$ cat src/rtl/univ_shift_reg.sv
// univ_shift_reg: WIDTH-bit universal shift/rotate/load register with saturating shift counter and sticky lost-one flag
// Ports: clk, rst (sync, active-high), en (cycle enable), mode (3-bit op select),
//        d (parallel load), sin_l/sin_r (serial inputs), q (contents),
//        sout_l/sout_r (last bit shifted out at MSB/LSB), shift_cnt, lost_one
module univ_shift_reg #(
    parameter int               WIDTH   = 8,
    parameter logic [WIDTH-1:0] RST_VAL = '0,
    parameter int               CNT_W   = 4
) (
    input  logic             clk,
    input  logic             rst,
    input  logic             en,
    input  logic [2:0]       mode,
    input  logic [WIDTH-1:0] d,
    input  logic             sin_l,
    input  logic             sin_r,
    output logic [WIDTH-1:0] q,
    output logic             sout_l,
    output logic             sout_r,
    output logic [CNT_W-1:0] shift_cnt,
    output logic             lost_one
);
    localparam logic [CNT_W-1:0] CNT_MAX = '1;
    logic [WIDTH-1:0] r_q, w_q_nxt;
    logic             r_sout_l, r_sout_r, r_lost, w_sout_l_nxt, w_sout_r_nxt, w_lost_nxt;
    logic [CNT_W-1:0] r_cnt, w_cnt_nxt;
    logic             w_left, w_right, w_clr, w_shift;
    always_comb begin
        w_left       = mode == 3'd1 || mode == 3'd3;
        w_right      = mode == 3'd2 || mode == 3'd4 || mode == 3'd6;
        w_clr        = mode == 3'd5 || mode == 3'd7;
        w_shift      = w_left || w_right;
        w_q_nxt      = mode == 3'd1 ? {r_q[WIDTH-2:0], sin_l} :
                       mode == 3'd2 ? {sin_r, r_q[WIDTH-1:1]} :
                       mode == 3'd3 ? {r_q[WIDTH-2:0], r_q[WIDTH-1]} :
                       mode == 3'd4 ? {r_q[0], r_q[WIDTH-1:1]} :
                       mode == 3'd5 ? d :
                       mode == 3'd6 ? {r_q[WIDTH-1], r_q[WIDTH-1:1]} :
                       mode == 3'd7 ? '0 : r_q;
        w_sout_l_nxt = w_left ? r_q[WIDTH-1] : w_clr ? 1'b0 : r_sout_l;
        w_sout_r_nxt = w_right ? r_q[0] : w_clr ? 1'b0 : r_sout_r;
        // only non-rotate shifts can lose a bit
        w_lost_nxt   = w_clr ? 1'b0 :
                       mode == 3'd1 ? r_lost | r_q[WIDTH-1] :
                       (mode == 3'd2 || mode == 3'd6) ? r_lost | r_q[0] : r_lost;
        w_cnt_nxt    = w_clr ? '0 : (w_shift && r_cnt != CNT_MAX) ? r_cnt + 1'b1 : r_cnt;
    end
    always_ff @(posedge clk) begin
        if (rst) begin
            r_q      <= RST_VAL;
            r_sout_l <= 1'b0;
            r_sout_r <= 1'b0;
            r_cnt    <= '0;
            r_lost   <= 1'b0;
        end else if (en) begin
            r_q      <= w_q_nxt;
            r_sout_l <= w_sout_l_nxt;
            r_sout_r <= w_sout_r_nxt;
            r_cnt    <= w_cnt_nxt;
            r_lost   <= w_lost_nxt;
        end
    end
    assign q         = r_q;
    assign sout_l    = r_sout_l;
    assign sout_r    = r_sout_r;
    assign shift_cnt = r_cnt;
    assign lost_one  = r_lost;
endmodule

$ cat config.mk
export PLATFORM = sky130hd
export DESIGN_NAME = univ_shift_reg
export DESIGN_NICKNAME = d
export VERILOG_FILES = /design/src/rtl/univ_shift_reg.sv
export SDC_FILE = /design/constraint.sdc
export NUM_CORES = 1
export LEC_CHECK = 0
export BUFFER_PORTS_ARGS = -buffer_cell sky130_fd_sc_hd__buf_2
export CORE_ASPECT_RATIO = 1.1
export CORE_UTILIZATION = 50
export CTS_CLUSTER_DIAMETER = 200
export DETAILED_ROUTE_END_ITERATION = 10
export PLACE_DENSITY = 0.79
export SKIP_CTS_REPAIR_TIMING = 1
export SLEW_MARGIN = 20
export SYNTH_ARGS = -nofsm -noshare
export SYNTH_HDL_FRONTEND = slang
export SYNTH_SLANG_ARGS = --single-unit
$ cat constraint.sdc
create_clock -name clk -period 1.65 [get_ports clk]
set_input_delay 0.0825 -clock clk [delete_from_list [all_inputs] [get_ports clk]]
set_output_delay 0.0825 -clock clk [all_outputs]
set_load 0.02 [all_outputs]
### Word level (Yosys, flattened, before mapping)

Cells that the tools add are included.

| storage, ports and cells | value |
|---|---|
| flip-flop bits (word level) | 15 |
| bits of input ports | 16 |
| output and inout bits | 15 |
| logic and storage cells | 52 |

| operators by class | value |
|---|---|
| add/subtract/negate cells | 1 |
| equality and inequality tests | 9 |
| mux-type cells | 15 |
| bitwise logic cells | 2 |
| reductions and logical operators | 19 |

Operators by type and width:

| cell | number |
|---|---|
| 8-bit 2-to-1 mux | 7 |
| 3-bit == test (second input constant) | 4 |
| 2-bit AND reduction | 5 |
| 4-bit 2-to-1 mux | 2 |
| 7-bit nonzero test | 1 |
| 3-bit by 2-bit == test with 1-bit output (second input constant) | 2 |
| 1-bit logical OR | 6 |
| 1-bit 2-to-1 mux | 6 |
| 6-bit inequality test (second input constant) | 1 |
| 2-bit nonzero test | 3 |
| 6-bit nonzero test | 1 |
| 4-bit by 1-bit adder with 4-bit output (second input constant) | 1 |
| 4-bit inequality test (second input constant) | 1 |
| 3-bit by 1-bit == test with 1-bit output (second input constant) | 1 |
| 3-bit AND reduction | 1 |
| 3-bit nonzero test | 1 |
| 1-bit OR | 2 |
| 1-bit logical AND | 1 |

### Depth between registers and ports, before layout

Gate-level depths: netlist of run 1.

| logic depth | value |
|---|---|
| depth in word-level cells | 8 |
| gate-level depth with buffers | 6 |
| depth with buffers taken out | 5 |

### Worst setup path after synthesis of run 1

Ideal clock, no wire load.

| path | value |
|---|---|
| path type | register -> register |
| start | register r_cnt[0], in the netlist shift_cnt[0] |
| end | register r_cnt[2], in the netlist shift_cnt[2] |
| setup time | 0.115 ns |
| data arrival time | 1.274 ns |
| required time | 1.535 ns |
| slack | 0.261 ns |
| stages on the path, launching flop included | 6 |
| buffers on the path | 0 |
| period minus slack after synthesis | 1.389 ns |
| path through | dfxtp_1 ha_1 and3_1 a211oi_1 xnor2_1 nor2_1 |

| between the ends | value |
|---|---|
| longest elaborated chain between the ends | 4 |
| elaborated cells on any way between the ends | 7 |
| those cells by class | add/sub (1); eq/ne (1); mux (2); reduce/logical (3) |

RTL lines:

| what | RTL line | source |
|---|---|---|
| start: declaration | 26 | `logic [CNT_W-1:0] r_cnt, w_cnt_nxt;` |
| start signal: assignment | 59 | `r_cnt <= w_cnt_nxt;` |
| branches (longest 4 deep; another with 4-bit by 1-bit adder with 4-bit output) | -- |  |

Several ways; the timed one is not identified. The select of a mux whose other input is x is not followed.
A chain may end at the register's enable or synchronous reset.

### Worst setup path after layout of run 1

Same ends and word-level chain as after synthesis.

==> results of run 1 <==
==> registers in the layout, summed over array words and instances, names as in the netlist <==
register and count:
q 8, shift_cnt 4, lost_one 1, sout_l 1
sout_r 1
==> per-stage QoR <==
step / hold slack (ps) / setup WS, ps / util (%) / instance area [sq um]
6_report: 132 / 266 / 62.0 / 1270
5_1_grt: 157 / 133 / 62.0 / 1270
4_1_cts: 135 / 262 / 62.0 / 1270
3_5_place_dp: 433 / 277 / 60.7 / 1240
3_3_place_gp: 405 / 328 / 60.7 / 1240
2_1_floorplan: 285 / 261 / - / 1110
==> worst max-delay path by stage <==
stage,cells past startpoint,startpoint,end,slack [ps]
3_5_place_dp,5,shift_cnt[0]$_SDFFE_PP0P_,shift_cnt[2]$_SDFFE_PP0P_,280
6_report,5,shift_cnt[0]$_SDFFE_PP0P_,shift_cnt[2]$_SDFFE_PP0P_,270
5_1_grt,5,shift_cnt[0]$_SDFFE_PP0P_,shift_cnt[3]$_SDFFE_PP0P_,130
4_1_cts,5,shift_cnt[0]$_SDFFE_PP0P_,shift_cnt[2]$_SDFFE_PP0P_,260
2_1_floorplan,5,shift_cnt[0]$_SDFFE_PP0P_,shift_cnt[2]$_SDFFE_PP0P_,260
3_3_place_gp,5,shift_cnt[0]$_SDFFE_PP0P_,shift_cnt[3]$_SDFFE_PP0P_,330
==> cell type report <==
| class | count | area (sq um) |
|---|---|---|
| Inverter | 10 | 37.5 |
| Sequential cell | 15 | 300 |
| Multi-Input combinational cell | 96 | 694 |
| Fill cell | 196 | 776 |
| Tap cell | 28 | 35.0 |
| Timing Repair Buffer | 33 | 173 |
| Clock buffer | 4 | 26.3 |
==> where the power goes <==
group	internal [mW]	switching, mW
Clock	0.0937	0.113
Sequential	0.374	0.0137
Combinational	0.0697	0.114
Total	0.537	0.240
==> Yosys cell counts, drive strengths merged, types with 2 or more instances <==
cell,number,area (sq um)
buf,8,63.8
nand3,8,40.0
a211oi,2,15.0
a21o,2,15.0
xnor2,2,17.5
nor2,13,51.3
xor2,2,17.5
dfxtp,15,300
nand2,7,26.3
nor3b,7,87.6
nor2b,2,12.5
a31oi,7,43.8
o41ai,7,114
inv,9,33.8
nand2b,8,50.1
o21ai,10,50.1
and3,2,12.5
a21oi,5,25.0
clkbuf,3,11.3
==> critical path: cells and delay by family (launching register included) <==
kind,cells,cell delay [ps]
xor+xnor,1,150
simple gates,2,270
fa+ha+maj,1,220
flops,1,350
compound gates,1,290
==> cell families (layout without fill, tap and decap cells) <==
group	count (synthesis)	in the layout	synth area share [%]
multiplexers	1	1	1.02
buffers and inverters	21	47	10.2
XOR/XNOR	4	4	3.16
adder cells (fa/ha/maj)	1	1	1.13
AND/OR/NAND/NOR	52	52	28.6
flip-flops	15	15	27.1
AO/OA/AOI/OAI	38	38	28.8
==> per-layer routing <==
| metal | track usage, % | up-vias |
|---|---|---|
| met4 | 10.5 | 0 |
| met2 | 40.0 | 28 |
| met1 | 30.5 | 476 |
| li1 | - | 523 |
| met5 | 0 | - |
| met3 | 3.18 | 4 |
==> impl_metrics.ini, run 1 <==
[run_status]
outcome = completed

[timing]
max_freq_mhz = 722
setup_tns_ps = 0
fin_crit_sh_pct = 83.9
setup_viol = 0
max_slew.worst_pin.slew_ps = 371
slew_viol_final = 0
slew-limit-headroom_pct = 75.2
fin_skew_ps = 1.47
fin_crit_ps = 1380
hold_viol = 0
rsz0062_at_grt = no

[synthesis]
ys_ff_latch = 15
yosys_warnings = 0
synth-edff-count = 0
async_flop_share_pct = 0
synth_area_sq_mm = 0.00111
seq_area_frac_synth_pct = 27.1
yosysUniqueCellTypes = 36
avgSynthCellArea_sq_um = 8.39
synth.net_count = 149
syn_inst = 132
synth_flop_cell = dfxtp_1

[detailed_routing]
vias = 1031
dr.max_layer_used = met4
met3_length_um = 96
drtPass1Iterations = 4
viasPerCell = 5.54
avgRoutedWirePerCell_um = 13.2
drc = 0
routed_wl_mm = 2.46
met2_length_mm = 1.24
dr.first_iter.drc_count = 17
wl_met1_mm = 1.10
ant_nets = 0

[place]
dpl.hpwl_mm = 1.80
port_buffers = 30
finalWeightedCongestion = 0.845
dpl.cell_count = 182

[die]
core_area_sq_mm = 0.00204
die_area_sq_mm = 0.00241
die_x_um = 46.9
die_y_um = 51.4
pin_count = 31
rows = 17
start_util_pct = 54.2

[setup_path]
reg2reg_to = shift_cnt[2]$_SDFFE_PP0P_
critical_path.cell_chain = ha_1, and3_1, a211oi_1, xnor2_1, nor2_1
crit_slowest_cell = dfxtp_1
max_stage_delay_ps = 350
startpoint_type = flip-flop
worstPathRequired_ps = 1820
rrSetupSlack_ps = 270
crit_path_max_fanout = 4
cp.arrival_ps = 1560
end_kind = flip-flop
crit_type = flip-flop to flip-flop
regToRegStartpoint = shift_cnt[0]$_SDFFE_PP0P_
reg2reg_depth = 5

[cts]
cts-root-buf = clkbuf_4
cts_num_sinks = 15
tritoncts = yes
clk_latency_ps = 280
numCtsBuffers = 3
cts_max_level = 1
clk_pin_slew_worst_paths_ps = 90
clockBufferDepth = 2

[grt]
grt_pass1_wl_mm = 4.25
overflow = 0
grt_pass1_vias = 981
grtUsageTotal_pct = 24.3
grt_max_degree = 22
antenna_found_initial = 0

[cells_and_area]
n_antenna_cell = 0
drive_gt1_share_pct = 32.9
syn_to_final_growth_pct = 14.3
layout_commonest_cell = buf_2
final_cell_count_no_fill = 186
mostFrequentLayoutCells = buf_2, dfxtp_1, nor2_1
layout.nets = 176

[run]
drv_cap = 0

[power_and_ir_drop]
p_per_area_mw_per_mm2 = 614
p_leak_nw = 0.581
total_power_uw = 778
ir_drop_mv = 0.407

[worst_hold_path]
hold_depth = 3
hp-start = sin_l
whs_endpoint = q[0]$_SDFFE_PP0P_
hp-class = primary input to flip-flop
Power figures use the tool's default switching activity.
==> inputs of run 2 (changes only) <==
- CORE_UTILIZATION: 50 -> 46
- PLACE_DENSITY: 0.79 -> 0.77
- clock period: 1.65 -> 1.2 ns (I/O delays scaled with it)
==> run 2 against run 1 <==
Against the previous run:
- the run now ends with negative setup slack left
- largest cell class unchanged
- hold slack got worse by 41 ps
- clock skew rose by 1.6 ps
- clock power rose by 44%
- critical path type unchanged
- core utilization fell by 0.84 points
==> impl_metrics.ini, run 2 (synthesis gave the netlist of run 1 again) <==
[cells_and_area]
largest_reg_flops = 8
final_area_sq_mm = 0.00138
layout.nets = 185
final_cell_count_no_fill = 197
nFillCells = 217
layout_commonest_cell = buf_2
multi_input_area_sq_um = 728
regArea_sq_um = 308
drive_gt1_share_pct = 40.7
n_antenna_cell = 0
mostFrequentLayoutCells = buf_2, dfxtp_1, nor2_1, buf_4, inv_1
syn_to_final_growth_pct = 24.4

[setup_path]
reg2reg_depth = 5
worst_path_dominant_cell_family = flip-flops
crit_cells = 5
worstPathRequired_ps = 1380
end_kind = flip-flop
startpoint_type = flip-flop
critical_path.cell_chain = ha_4, and3_4, a211oi_2, xnor2_1, nor2_1
crit_buf_inv = 0
cp.arrival_ps = 1410
crit_type = flip-flop to flip-flop
crit_slowest_cell = dfxtp_4
max_stage_delay_ps = 370
crit_path_max_fanout = 4

[timing]
setup_ws_ps = -26.7
fin_skew_ps = 3.02
slew-limit-headroom_pct = 81.9
hold_viol = 0
rsz0062_at_grt = yes
hold-worst-slack_ps = 91.4
slew_viol_final = 0
max_freq_mhz = 815
fin_crit_sh_pct = 102
fin_crit_ps = 1230
max_slew.worst_pin.slew_ps = 269
setup_viol = 4

[power_and_ir_drop]
ir_drop_mv = 0.626
p_per_area_mw_per_mm2 = 811
p_leak_nw = 0.625

[cts]
numCtsBuffers = 3
cts-root-buf = clkbuf_4
clk_latency_ps = 290
tritoncts = yes
clockBufferDepth = 2
cts_max_level = 1
clk_pin_slew_worst_paths_ps = 90
cts_num_sinks = 15

[grt]
grtUsageMet1_pct = 24.5
grtUsageTotal_pct = 22.9
met3_usage_pct = 2.87
grt_busiest_layer = met2
antenna_found_initial = 0
overflow = 0
grt_use_met2_pct = 41.7
grt_max_degree = 18
grt_pass1_wl_mm = 4.44
grt_pass1_vias = 1008

[place]
finalWeightedCongestion = 0.856
port_buffers = 30
place_area_sq_mm = 0.00135
dpl.cell_count = 193
dpl.hpwl_mm = 1.99

[detailed_routing]
viasPerCell = 5.34
drtPass1Iterations = 4
avgRoutedWirePerCell_um = 13.4
ant_nets = 0
drc = 0
vias = 1052
routed_wl_mm = 2.64
dr.first_iter.drc_count = 14

[die]
die_x_um = 48.8
pin_count = 31
rows = 18
core_area_sq_mm = 0.00225
die_y_um = 53.5
die_area_sq_mm = 0.00261
start_util_pct = 49.2

[worst_hold_path]
hp-class = primary input to flip-flop
hold_depth = 3

[run_status]
outcome = finished with violations
violations = negative setup slack

[run]
drv_cap = 0
run 2: final cells by class:
| cell class | instances | share of cell area, % |
|---|---|---|
| flip-flops and latches | 15 | 22.3 |
| well taps | 30 | 2.72 |
| repair buffers | 42 | 17.4 |
| multi-input cells | 96 | 52.9 |
| clock buffers | 4 | 1.91 |
| inverters | 10 | 2.72 |
run 2: final timing paths:
kind	from	to	slack, ps
setup reg to reg	shift_cnt[1]$_SDFFE_PP0P_	shift_cnt[2]$_SDFFE_PP0P_	-30
setup / recovery	shift_cnt[1]$_SDFFE_PP0P_	shift_cnt[2]$_SDFFE_PP0P_	-30
hold / removal	sin_l	q[0]$_SDFFE_PP0P_	90
hold reg to reg	lost_one$_SDFFE_PP0P_	lost_one$_SDFFE_PP0P_	450
run 2: per-layer routing:
metal	routed length (um)	vias up	share of wire, %
li1	-	539	-
met2	1380	35	52
met1	1100	469	42
met5	0	-	0
met3	98	9	3.7
met4	72	0	2.7
run 2: power by group:
part / internal [mW] / switching (mW)
Combinational: 0.120 / 0.169
Sequential: 0.514 / 0.0174
Clock: 0.129 / 0.168
Total: 0.763 / 0.354
run 2: stage by stage:
stage | setup slack (ps) | utilization, % | total power [mW] | setup TNS [ps]
5_1_grt | -93.9 | 61.2 | 1.18 | -294
2_1_floorplan | 8.68 | - | 0.739 | 0
6_report | -26.7 | 61.2 | 1.12 | -71.7
3_5_place_dp | -24.9 | 59.7 | 0.829 | -46.2
3_3_place_gp | 34.2 | 59.7 | 0.822 | 0
4_1_cts | -40.7 | 60.9 | 1.13 | -85.2
run 2: worst reg2reg max path: stages (launching register included):
cell,delay (ps)
dfxtp_4,370
ha_4,150
and3_4,200
a211oi_2,210
xnor2_1,140
nor2_1,60
==> inputs of run 3 (changes only) <==
- PLACE_DENSITY: 0.77 -> default
- PLACE_DENSITY_LB_ADDON: default -> 0.25
==> run 3 against run 2 <==
Against the previous run:
- the run still ends with negative setup slack left
- worst setup slack gained 23 ps
- sequential cell count is the same
- via count grew 4.7%
- clock skew grew 6.6 ps
- die area is the same
- critical path depth is the same
- hold slack lost 12 ps
- clock power grew 2%
- wire length shrank 0.49%
- clock-buffer cell count shrank 1
- design area grew 1.6%
- register-to-register slack gained 20 ps
==> impl_metrics.ini, run 3 (synthesis gave the netlist of run 1 again) <==
[cells_and_area]
final_cell_count_no_fill = 199
largest_reg_flops = 8
layout.nets = 187
layout_commonest_cell = buf_2
final_util_pct = 62.2
mostFrequentLayoutCells = buf_2, dfxtp_1, buf_4
final_area_sq_mm = 0.00140
syn_to_final_growth_pct = 26.4
drive_gt1_share_pct = 41.4
nFillCells = 200
n_antenna_cell = 0

[place]
place_ws_ps = 3.46
dpl.hpwl_mm = 1.99
finalWeightedCongestion = 0.776
port_buffers = 30
dpl.cell_count = 195
place_area_sq_mm = 0.00137

[die]
start_util_pct = 49.2
rows = 18
die_x_um = 48.8
pin_count = 31
die_area_sq_mm = 0.00261
core_area_sq_mm = 0.00225
die_y_um = 53.5

[run]
drv_cap = 0

[timing]
max_freq_mhz = 830
setup_viol = 4
slew-limit-headroom_pct = 81.2
hold-worst-slack_ps = 79.4
max_slew.worst_pin.slew_ps = 278
fin_crit_sh_pct = 100
rsz0062_at_grt = yes
setup_ws_ps = -4.12
setup_tns_ps = -6.91
fin_skew_ps = 9.67
hold_viol = 0
slew_viol_final = 0
fin_crit_ps = 1200

[grt]
grt_pass1_vias = 992
grtUsageTotal_pct = 21.7
overflow = 0
grt_max_degree = 15
antenna_found_initial = 0
grt_pass1_wl_mm = 4.33

[detailed_routing]
viasPerCell = 5.53
avgRoutedWirePerCell_um = 13.2
drc = 0
dr.first_iter.drc_count = 8
ant_nets = 0
routed_wl_mm = 2.63
drtPass1Iterations = 4
vias = 1101

[cts]
cts_max_level = 1
cts_num_sinks = 15
cts-root-buf = clkbuf_4
tritoncts = yes
numCtsBuffers = 3
clk_pin_slew_worst_paths_ps = 90
clockBufferDepth = 2
clk_latency_ps = 290

[power_and_ir_drop]
total_power_mw = 1.13
p_per_area_mw_per_mm2 = 807
ir_drop_mv = 0.669
p_leak_nw = 0.641

[setup_path]
crit_type = flip-flop to flip-flop
startpoint_type = flip-flop
crit_path_max_fanout = 4
end_kind = flip-flop
cp.arrival_ps = 1380
worstPathRequired_ps = 1380
reg2reg_depth = 5

[worst_hold_path]
hold_depth = 2
hp-class = primary input to flip-flop

[run_status]
outcome = finished with violations
violations = negative setup slack
## run 3: routing by layer
| metal | up-vias | track usage [%] | wire, um | share of wire (%) |
|---|---|---|---|---|
| met1 | 527 | 26.0 | 1260 | 48 |
| met3 | 2 | 4.02 | 95 | 3.6 |
| met5 | - | 0 | 0 | 0 |
| li1 | 546 | - | - | - |
| met2 | 26 | 38.9 | 1260 | 48 |
| met4 | 0 | 7.84 | 15 | 0.57 |
## run 3: worst paths after layout
kind                                                 from  slack (ps)                         to
worst max-delay path            shift_cnt[0]$_SDFFE_PP0P_          -4  shift_cnt[0]$_SDFFE_PP0P_
worst min register to register      lost_one$_SDFFE_PP0P_         460      lost_one$_SDFFE_PP0P_
worst max register to register  shift_cnt[0]$_SDFFE_PP0P_          -4  shift_cnt[0]$_SDFFE_PP0P_
worst min-delay path                                  rst          80  shift_cnt[1]$_SDFFE_PP0P_
## run 3: layout make-up
type	instances	area, sq um	area share (%)
multi-input cells	96	722	51.6
clock buffers	3	22.5	1.61
clock inverters	1	5.00	0.357
well taps	30	37.5	2.68
repair buffers	44	268	19.1
flip-flops and latches	15	308	22.0
inverters	10	37.5	2.68
## run 3: power by group
group,switching (mW),internal [mW]
logic,0.169,0.125
clock network,0.179,0.124
registers,0.0193,0.514
total,0.367,0.763
## run 3: critical path, stage by stage (launching register included)
cell,delay (ps)
dfxtp_4,370
ha_4,160
and3_4,190
a21o_1,180
xor2_1,150
nor2_1,60
